===== src/rtl/interrupt_service_sequencer_pkg.sv =====
// Shared definitions for the interrupt service sequencer.
// Contents: sequencer state encoding, memory word width and parameter defaults.
package interrupt_service_sequencer_pkg;

  localparam int          WORD_W            = 16;
  localparam int          PC_W_DEFAULT      = 32;
  localparam int          FLAG_W_DEFAULT    = 4;
  localparam int          DRAIN_CYC_DEFAULT = 4;
  localparam logic [31:0] VEC_ADDR_DEFAULT  = 32'h0000_0000;

  typedef enum logic [3:0] {
    IDLE,
    DRAIN,
    PUSH_HI,
    PUSH_LO,
    PUSH_FL,
    VEC_LO,
    VEC_HI,
    LOAD_VEC,
    ISR,
    POP_FL,
    POP_LO,
    POP_HI,
    LOAD_RET
  } state_t;

endpackage


===== src/rtl/interrupt_service_sequencer_stack_word_port.sv =====
// Generic hold-until-ready memory request driver shared by the push, pop and
// vector-fetch states. The caller keeps addr/wdata stable while active is high;
// accept marks the cycle in which memory takes the request.
// Ports:
//   active    in   request is wanted this cycle
//   we        in   1 = write, 0 = read
//   addr      in   word address
//   wdata     in   write data
//   mem_ready in   memory accepts this cycle
//   mem_req   out  request valid toward memory
//   mem_we    out  write enable toward memory
//   mem_addr  out  address toward memory (0 when idle)
//   mem_wdata out  write data toward memory (0 unless writing)
//   accept    out  request completed this cycle
module stack_word_port
  import interrupt_service_sequencer_pkg::*;
(
  input  logic              active,
  input  logic              we,
  input  logic [31:0]       addr,
  input  logic [WORD_W-1:0] wdata,
  input  logic              mem_ready,
  output logic              mem_req,
  output logic              mem_we,
  output logic [31:0]       mem_addr,
  output logic [WORD_W-1:0] mem_wdata,
  output logic              accept
);

  // Idle buses are driven to zero so the port is quiet outside a transfer.
  assign mem_req   = active;
  assign mem_we    = active & we;
  assign mem_addr  = active ? addr : 32'h0;
  assign mem_wdata = (active & we) ? wdata : '0;
  assign accept    = active & mem_ready;

endmodule


===== src/rtl/interrupt_service_sequencer.sv =====
// Interrupt entry/exit sequencer. Takes the single-cycle interrupt pulse,
// stalls and drains the pipeline, pushes PC (hi, lo) and flags onto the stack,
// fetches the ISR vector and loads PC. On RTI inside the ISR it pops flags and
// PC in reverse order and restores them.
// Ports:
//   clk, reset            clock, synchronous active-high reset
//   intr_req, rti         interrupt pulse, RTI pulse
//   pc_cur, flags_cur     return address and CCR to save
//   sp                    stack pointer (word address)
//   mem_ready, mem_rdata  memory handshake and read data
//   stall_fetch, flush    pipeline control
//   mem_req/we/addr/wdata memory request
//   sp_dec, sp_inc        stack pointer adjust pulses
//   pc_load, pc_value     PC redirect
//   flags_load/value      CCR restore
//   in_isr                high while servicing an interrupt
module interrupt_service_sequencer
  import interrupt_service_sequencer_pkg::*;
#(
  parameter int          PC_W      = PC_W_DEFAULT,
  parameter int          FLAG_W    = FLAG_W_DEFAULT,
  parameter logic [31:0] VEC_ADDR  = VEC_ADDR_DEFAULT,
  parameter int          DRAIN_CYC = DRAIN_CYC_DEFAULT
) (
  input  logic              clk,
  input  logic              reset,
  input  logic              intr_req,
  input  logic              rti,
  input  logic [PC_W-1:0]   pc_cur,
  input  logic [FLAG_W-1:0] flags_cur,
  input  logic [31:0]       sp,
  input  logic              mem_ready,
  input  logic [WORD_W-1:0] mem_rdata,
  output logic              stall_fetch,
  output logic              flush,
  output logic              mem_req,
  output logic              mem_we,
  output logic [31:0]       mem_addr,
  output logic [WORD_W-1:0] mem_wdata,
  output logic              sp_dec,
  output logic              sp_inc,
  output logic              pc_load,
  output logic [PC_W-1:0]   pc_value,
  output logic              flags_load,
  output logic [FLAG_W-1:0] flags_value,
  output logic              in_isr
);

  localparam int CNT_W = (DRAIN_CYC > 1) ? $clog2(DRAIN_CYC) : 1;
  localparam logic [CNT_W-1:0] DRAIN_LAST = CNT_W'(DRAIN_CYC - 1);

  state_t            state, next_state;
  logic [CNT_W-1:0]  drain_cnt;
  logic              pending;
  logic [PC_W-1:0]   pc_cap;
  logic [FLAG_W-1:0] flags_cap;
  logic [WORD_W-1:0] word_lo, word_hi;
  logic [FLAG_W-1:0] flags_rest;

  logic              port_active, port_we, accept;
  logic [31:0]       port_addr;
  logic [WORD_W-1:0] port_wdata;

  stack_word_port u_port (
    .active    (port_active),
    .we        (port_we),
    .addr      (port_addr),
    .wdata     (port_wdata),
    .mem_ready (mem_ready),
    .mem_req   (mem_req),
    .mem_we    (mem_we),
    .mem_addr  (mem_addr),
    .mem_wdata (mem_wdata),
    .accept    (accept)
  );

  // State register plus the datapath captures. Entry snapshots PC/flags; a
  // request arriving while busy is remembered once and retried from IDLE.
  always_ff @(posedge clk) begin
    if (reset) begin
      state      <= IDLE;
      drain_cnt  <= '0;
      pending    <= 1'b0;
      pc_cap     <= '0;
      flags_cap  <= '0;
      word_lo    <= '0;
      word_hi    <= '0;
      flags_rest <= '0;
      in_isr     <= 1'b0;
    end else begin
      state <= next_state;

      if (state == IDLE && next_state == DRAIN) begin
        pc_cap    <= pc_cur;
        flags_cap <= flags_cur;
        pending   <= 1'b0;
      end else if (state != IDLE && intr_req) begin
        pending <= 1'b1;
      end

      drain_cnt <= (state == DRAIN) ? drain_cnt + 1'b1 : '0;

      if (accept) begin
        case (state)
          VEC_LO, POP_LO: word_lo    <= mem_rdata;
          VEC_HI, POP_HI: word_hi    <= mem_rdata;
          POP_FL:         flags_rest <= mem_rdata[FLAG_W-1:0];
          default:        ;
        endcase
      end

      if (state == LOAD_VEC)      in_isr <= 1'b1;
      else if (state == LOAD_RET) in_isr <= 1'b0;
    end
  end

  // Next-state and output decode. Everything is held at zero while reset is
  // asserted so an aborted sequence cannot pulse sp_dec/sp_inc or pc_load.
  always_comb begin
    next_state  = state;
    stall_fetch = 1'b0;
    flush       = 1'b0;
    port_active = 1'b0;
    port_we     = 1'b0;
    port_addr   = 32'h0;
    port_wdata  = '0;
    sp_dec      = 1'b0;
    sp_inc      = 1'b0;
    pc_load     = 1'b0;
    pc_value    = '0;
    flags_load  = 1'b0;
    flags_value = '0;

    if (!reset) begin
      stall_fetch = (state != IDLE) && (state != ISR);
      case (state)
        IDLE: begin
          if (intr_req || pending) begin
            flush      = 1'b1;
            next_state = DRAIN;
          end
        end
        DRAIN: begin
          if (drain_cnt == DRAIN_LAST) next_state = PUSH_HI;
        end
        PUSH_HI, PUSH_LO, PUSH_FL: begin
          port_active = 1'b1;
          port_we     = 1'b1;
          port_addr   = sp;
          if (state == PUSH_HI)      port_wdata = pc_cap[PC_W-1:WORD_W];
          else if (state == PUSH_LO) port_wdata = pc_cap[WORD_W-1:0];
          else                       port_wdata = {{(WORD_W-FLAG_W){1'b0}}, flags_cap};
          if (accept) begin
            sp_dec     = 1'b1;
            next_state = (state == PUSH_HI) ? PUSH_LO :
                         (state == PUSH_LO) ? PUSH_FL : VEC_LO;
          end
        end
        VEC_LO, VEC_HI: begin
          port_active = 1'b1;
          port_addr   = (state == VEC_LO) ? VEC_ADDR : VEC_ADDR + 32'd1;
          if (accept) next_state = (state == VEC_LO) ? VEC_HI : LOAD_VEC;
        end
        LOAD_VEC: begin
          pc_load    = 1'b1;
          pc_value   = PC_W'({word_hi, word_lo});
          next_state = ISR;
        end
        ISR: begin
          if (rti) begin
            flush      = 1'b1;
            next_state = POP_FL;
          end
        end
        POP_FL, POP_LO, POP_HI: begin
          // Stack pointer points at the next free slot, so pops read sp+1.
          port_active = 1'b1;
          port_addr   = sp + 32'd1;
          if (accept) begin
            sp_inc     = 1'b1;
            next_state = (state == POP_FL) ? POP_LO :
                         (state == POP_LO) ? POP_HI : LOAD_RET;
          end
        end
        LOAD_RET: begin
          pc_load     = 1'b1;
          pc_value    = PC_W'({word_hi, word_lo});
          flags_load  = 1'b1;
          flags_value = flags_rest;
          next_state  = IDLE;
        end
        default: next_state = IDLE;
      endcase
    end
  end

endmodule


===== config.mk =====
export PLATFORM = sky130hd
export DESIGN_NAME = interrupt_service_sequencer
export DESIGN_NICKNAME = d
export VERILOG_FILES = /design/src/rtl/interrupt_service_sequencer_pkg.sv /design/src/rtl/interrupt_service_sequencer_stack_word_port.sv /design/src/rtl/interrupt_service_sequencer.sv
export SDC_FILE = /design/constraint.sdc
export NUM_CORES = 1
export LEC_CHECK = 0
export CORE_MARGIN = 2
export CORE_UTILIZATION = 40
export CTS_CLUSTER_DIAMETER = 80
export DETAILED_ROUTE_END_ITERATION = 6
export PLACE_DENSITY = 0.74
export SETUP_SLACK_MARGIN = 0.15
export SLEW_MARGIN = 20
export SYNTH_ARGS = -nofsm -noshare
export SYNTH_HDL_FRONTEND = slang
export SYNTH_SLANG_ARGS = --single-unit

===== constraint.sdc =====
create_clock -name clk -period 2.1 [get_ports clk]
set_clock_uncertainty 0.1 [all_clocks]
set_input_delay 0.21 -clock clk [delete_from_list [all_inputs] [get_ports clk]]
set_output_delay 0.21 -clock clk [all_outputs]
set_load 0.02 [all_outputs]

==> summary.md <==
| Metric | Value |
|---|---|
| Beginning of the critical path | state[1] |
| Power Total | 4.005 mW |
| Slew Viols, Final | 0 |
| Final setup viols | 114 |
| Cells after Synth | 621 |
| Total die area | 12460 sq um |
| Vias | 6313 |
| DR WL/cell | 20.10 um |
| Syn nets | 712 |
| Antenna viol nets, final | 0 |
| FFs w/ async S/R, synth | 0% |
| Global-route wire length before repair | 29010 um |
| Number of synthesized flops with an enable pin | 0 |
| Failing checks | negative setup slack |
| Fin crit share | 108.2% |
| Crit path DAT | 1960 ps |
| Clock buffer depth | 2 |
| Crit start category | flip-flop |
| Fin. Hold Viols | 0 |
| Max Cap Violations | 0 |
| Fmax | 0.4402 GHz |
| CTS Sinks | 80 |
| Clk pin slew, worst setup/hold paths | 50 ps |
| Root Driver | clkbuf_16 |
| DIE WIDTH | 111.6 um |
| Core Rows | 39 |
| Worst setup EP type | primary output |
| Dominant cells by area after synthesis | dfxtp_1 (35%), mux2i_1 (8.9%), nand2_1 (7.9%) |
| YS warnings | 0 |
| GRT Overall Usage | 28.10% |
| Min-delay worst type | flip-flop to flip-flop |
| Yosys reg bits | 80 |
| Crit Path Category | flip-flop to primary output |
| CTS tree | built |
| # IOs | 182 |
| Max_slew headroom | 50.39% |
| Status | complete, but fails checks |
| Worst Setup Slack, final | -171.8 ps |
| Synthesized area per cell | 7.459 sq um |
| WP data required | 1790 ps |
| Largest net degree at the start of global routing | 51 |
| HPWL after detailed placement | 11860 um |
| Register area share after synthesis | 34.58% |
| Initial Util | 40.74% |
| CTS buffer count | 9 |
| RSZ-0062 raised after global routing | true |
| RR Startpoint | state[1] |
| Synth top area share | 34.58% |
| Placer congestion estimate | 0.9331 |
| Cell Area, Synth | 4632 sq um |
| Die Ht | 111.6 um |
| Post-synth cell types | 53 |
| Gr ovfl total | 0 |
| Leading area contributor after synthesis | dfxtp_1 |
| Drt drc | 0 |
| Worst-margin pin slew | 744.1 ps |
| Peak VDD IR | 0.5209 mV |
| CTS Hold Bufs | 0 |
| Avg Vias per Cell | 5.900 |
| Initial DRC count | 590 |
| Final nets | 1013 |
| ANT cells | 0 |
| IO buf count | 181 |
| Worst skew pair latency | 330 ps |
| Ys flop type | dfxtp_1 |
| Max H-tree Level | 3 |
| Post-Route WL | 21510 um |
| Initial antenna violation count | 0 |
| Share of layout cells above drive strength 1 | 51.35% |
| Total core area | 11370 sq um |
| Max FO, Critical Path | 8 |
| Vias in the first global route | 6013 |
| Final min period | 2272 ps |
| Smallest hold slack | 320.4 ps |
| First drt pass iteration count | 5 |
| Area Growth Syn to Fin | 100.6% |
| HP Start | drain_cnt[0] |
| TNS Setup | -11060 ps |
| Pwr Density | 431.0 nW/um^2 |
| Pleak | 3.963 nW |
flip-flops by register name, indices dropped and copies added, names as in the netlist:
register and flops:
flags_rest 4, pc_cap 32, word_lo 16, pending 1, drain_cnt 2, state 4, word_hi 16, flags_cap 4
in_isr 1
metrics by stage:
stage / instances / setup WS [ps] / area [sq um] / util [%]
floorplan: 621 / 77.26 / 4707 / -
global placement: 1004 / -804.6 / 7386 / 64.96
detailed placement: 1004 / -791.3 / 7386 / 64.96
CTS: 1045 / -72.85 / 8242 / 72.49
global route: 1070 / -266.3 / 9293 / 81.73
finish: 1070 / -171.8 / 9293 / 81.73
path summary, 6_finish.rpt:
| check | slack, ps | depth (start not counted) | end |
|---|---|---|---|
| min reg2reg | 320 | 1 | drain_cnt[0] |
| max reg2reg | -140 | 10 | pc_cap[17] |
| min | 320 | 1 | drain_cnt[0] |
| max | -170 | 10 | pc_value[10] |
critical path, cell delays in order (launching register included):
cell and delay (ps):
dfxtp_4 380, buf_6 130, nor2_4 160, buf_6 130, a21oi_2 50, nor3_2 110, buf_4 160, buf_12 110
clkbuf_16 140, and2_4 140, buf_6 110
area by class of cell:
class | count | area, sq um
multi-input cells | 491 | 3814
repair buffers | 333 | 3337
fillers | 624 | 2077
flip-flops and latches | 80 | 1617
clock buffers | 13 | 250.2
well taps | 143 | 178.9
clock inverters | 3 | 65.06
inverters | 7 | 31.28
cells by family (layout without fill, tap and decap cells):
group / after synthesis / after routing / synth area share (%)
buffers and inverters: 50 / 356 / 4.673
AND/OR/NAND/NOR: 297 / 297 / 31.90
multiplexers: 41 / 41 / 8.860
AO/OA/AOI/OAI: 151 / 151 / 19.45
adder cells (fa/ha/maj): 2 / 2 / 0.5402
flip-flops: 80 / 80 / 34.58
layer usage:
layer  share of wire [%]  up-vias  GRT usage [%]
met4                 4.0        0          11.69
li1                    -     2791              -
met3                 8.1       84          6.587
met2                  50      377          49.72
met5                   0        -              0
met1                  38     3061          32.62
report_power, final:
| group | internal (mW) | switching, mW | leakage, nW | total, mW |
|---|---|---|---|---|
| logic | 0.371 | 0.352 | 3.16 | 0.723 |
| clock network | 1.07 | 0.604 | 0.154 | 1.68 |
| registers | 1.56 | 0.0476 | 0.651 | 1.60 |
synth_stat cells (6+ instances only):
cell and number:
nand2_1 98, dfxtp_1 80, nor2_1 71, a21oi_1 52, and2_1 42, mux2i_1 41
o21ai_0 41, clkbuf_1 21, nand3_1 19, buf_2 16, a22oi_1 13, a31oi_1 13
nor3_1 12, and3_1 11, o31ai_1 9, nand4_1 7, inv_1 6
layout by cell type, fill, tap and decap left out, drive strengths merged, types with 5 or more instances in the layout:
master / count
buf: 242
nand2: 98
dfxtp: 80
nor2: 71
clkdlybuf4s50: 61
a21oi: 52
and2: 43
o21ai: 43
mux2i: 41
clkbuf: 27
nand3: 22
a31oi: 13
a22oi: 13
and3: 13
nor3: 13
o31ai: 10
dlygate4sd2: 9
nand4: 7
clkdlybuf4s15: 6
inv: 6
nand2b: 5
or3: 5
what timing repair did:
action,CTS,global route
pin swaps,48,118
resized for setup,671,216
setup buffers,20,13
endpoints found under the setup margin,144,146
endpoints found under the hold margin,0,0
gates cloned,5,12
No activity file was read; power rests on OpenSTA's default activity.
==> patch: new RTL, same flow settings <==
Make the reset (`reset`) asynchronous in one clocked block. Comments in the files are not updated.
--- a/src/rtl/interrupt_service_sequencer.sv
+++ b/src/rtl/interrupt_service_sequencer.sv
@@ -76,7 +76,7 @@
 
   // State register plus the datapath captures. Entry snapshots PC/flags; a
   // request arriving while busy is remembered once and retried from IDLE.
-  always_ff @(posedge clk) begin
+  always_ff @(posedge clk or posedge reset) begin
     if (reset) begin
       state      <= IDLE;
       drain_cnt  <= '0;
Formal check against the unedited RTL: same outputs for any inputs over 4 cycles, from zero or initial values and one cycle with reset high; that may be too few to reach the edited logic, so the function may still have changed.
==> patch against the original RTL <==
  * The flow still finishes with violations (negative setup slack)
  * Routed wire length down 14%
  * Sequential share of layout area up 4.2 points
  * Sequential cell count unchanged
  * Worst setup slack worse by 0.14 ns
  * Area after synthesis up 4.3%
  * Final cell count down 8.9%
  * Count of clock-buffer cells in the layout unchanged
  * Cell area down 0.35%
  * Critical endpoint is now mem_addr[4]
Power is not compared: it rests on default switching activity, and its combinational part moved more than twofold at a synthesized area within 25%.
==> patch: results (changes against the original RTL) <==
Status: complete, but fails checks
Violated checks: negative setup slack
Signal buf overhead: 34.09% (-1.8 points)
Total negative slack: -12.61 ns (-1.554 ns)
Reg-to-Reg Start: state[3]
Switch share: 35.03%
DRT Pass-1 Iters: 5 (unchanged)
Setup Viol. Count Final: 101 (-11%)
Non-Clock Buffer Count: 337 (+1.2%)
CP max-delay cell: dfrtp_1
Worst hold path type: input port to flop
Post-route insts no fill: 975 (-8.9%)
First-pass GRT wire length: 27.51 mm (-5.2%)
Hold WS: 0.3713 ns (+0.05088 ns)
Mapped Nets: 596 (-16%)
Fraction of area in registers: 21.63% (+4.2 points)
CTS Root Cell: clkbuf_16
Syn Inst Count: 505 (-19%)
Cell depth of the worst flop-to-flop path: 9 (-1)
DPL Wire Length: 12.14 mm (+2.3%)
Placer Congestion: 0.9175 (-1.7%)
Post-synthesis async set-or-reset flop share: 100.0% (+100 points)
Clock network area share: 3.567% (+0.17 points)
Placed cell area: 0.007993 mm² (+8.2%)
Fraction of layout cells with a size suffix above 1: 59.78% (+8.4 points)
Detailed Route Iter0 Violations: 261 (-56%)
Crit-path max FO: 7 (-1)
Final wirelength: 18.59 mm (-14%)
Placed Cells: 921 (-8.3%)
Via density: 5.599 (-5.1%)
Synth area leaders: dfrtp_1 (41%), mux2_2 (17%), and2_1 (5.2%)
Util after Layout: 77.74% (-4.0 points)
Fillers: 746 (+20%)
Slowest stage delay, CP: 0.41 ns (+0.03 ns)
Maximum vdd drop: 800.1 µV
Antenna diodes: 0 (unchanged)
Inverters: 7 (unchanged)
Hold path depth: 3 (+2)
R2r setup slk: -0.02 ns (+0.12 ns)
GRT Overall Usage: 26.55% (-1.5 points)
Final worst slack: -0.3129 ns (-0.1411 ns)
Worst Hold End: state[1]
FP Rows: 40 (+2.6%)
Largest net degree at the start of global routing: 83 (+63%)
Number of distinct library cells after synthesis: 52 (-1.9%)
Vias in the first global route: 5609 (-6.7%)
Post-synthesis sequential area ratio: 41.42% (+6.8 points)
Layout Nets: 914 (-9.8%)
Hold Startpoint: reset
Place WS: -0.8636 ns (-0.07233 ns)
R2R Path End: word_hi[2]
Synth top cells by count: dfrtp_1 (80), mux2_2 (74), and2_1 (40), nor2_1 (38), o21ai_0 (37)
Fraction of area in multi-input gates: 38.40% (-2.6 points)
Multi-Input Combinational: 388 (-21%)
Slew @ Worst Pin: 0.7396 ns (-0.004482 ns)
Top flop regs: pc_cap: 32 flops, word_hi: 16 flops, word_lo: 16 flops
patch: layer usage:
metal	vias up	wire length [µm]	share of wire (%)	global-route usage (%)
li1	2514	-	-	-
met1	2672	7236	39	30.41
met2	224	9486	51	46.71
met3	49	1321	7.1	6.801
met4	0	544	2.9	11.79
met5	-	0	0	0
patch: power groups by stage:
stage / logic, W / clock network (W) / registers [W]
after floorplan: 0.00216 / 0 / 0.00253
after detailed placement: 0.00367 / 0 / 0.00266
final: 0.00475 / 0.00175 / 0.00272
after global routing: 0.00505 / 0.00184 / 0.00278
after CTS: 0.00410 / 0.00177 / 0.00265
after global placement: 0.00355 / 0 / 0.00261
patch: cell families (layout without fill, tap and decap cells):
family,Yosys count,in the layout,share of synthesized area (%)
buffers and inverters,37,360,3.158
multiplexers,74,74,17.24
flip-flops,80,80,41.42
adder cells (fa/ha/maj),2,2,0.5176
AO/OA/AOI/OAI,118,118,15.66
AND/OR/NAND/NOR,194,194,22.00
patch: worst max-delay path, delay by kind of cell (launching register included):
| kind | cells | cell delay (ns) |
|---|---|---|
| buf+inv | 5 | 0.71 |
| flops | 1 | 0.41 |
| simple gates | 2 | 0.46 |
| compound gates | 1 | 0.18 |
patch: worst max path at each step:
stage / to / slack (ns) / from
after floorplan: pc_value[10] / -0.31 / reset
after global placement: mem_addr[31] / -0.84 / sp[20]
after detailed placement: mem_addr[31] / -0.86 / sp[20]
after CTS: mem_addr[25] / -0.27 / state[2]
after global routing: mem_addr[15] / -0.39 / state[3]
final: mem_addr[4] / -0.31 / state[3]
patch: what timing repair did:
item                                   CTS  global route
pin swaps                               28            16
endpoints found under the hold margin    0             0
gates resized for setup                564           137
buffers inserted                        18            13
cloned                                   4             3
setup endpoints to repair              109           124
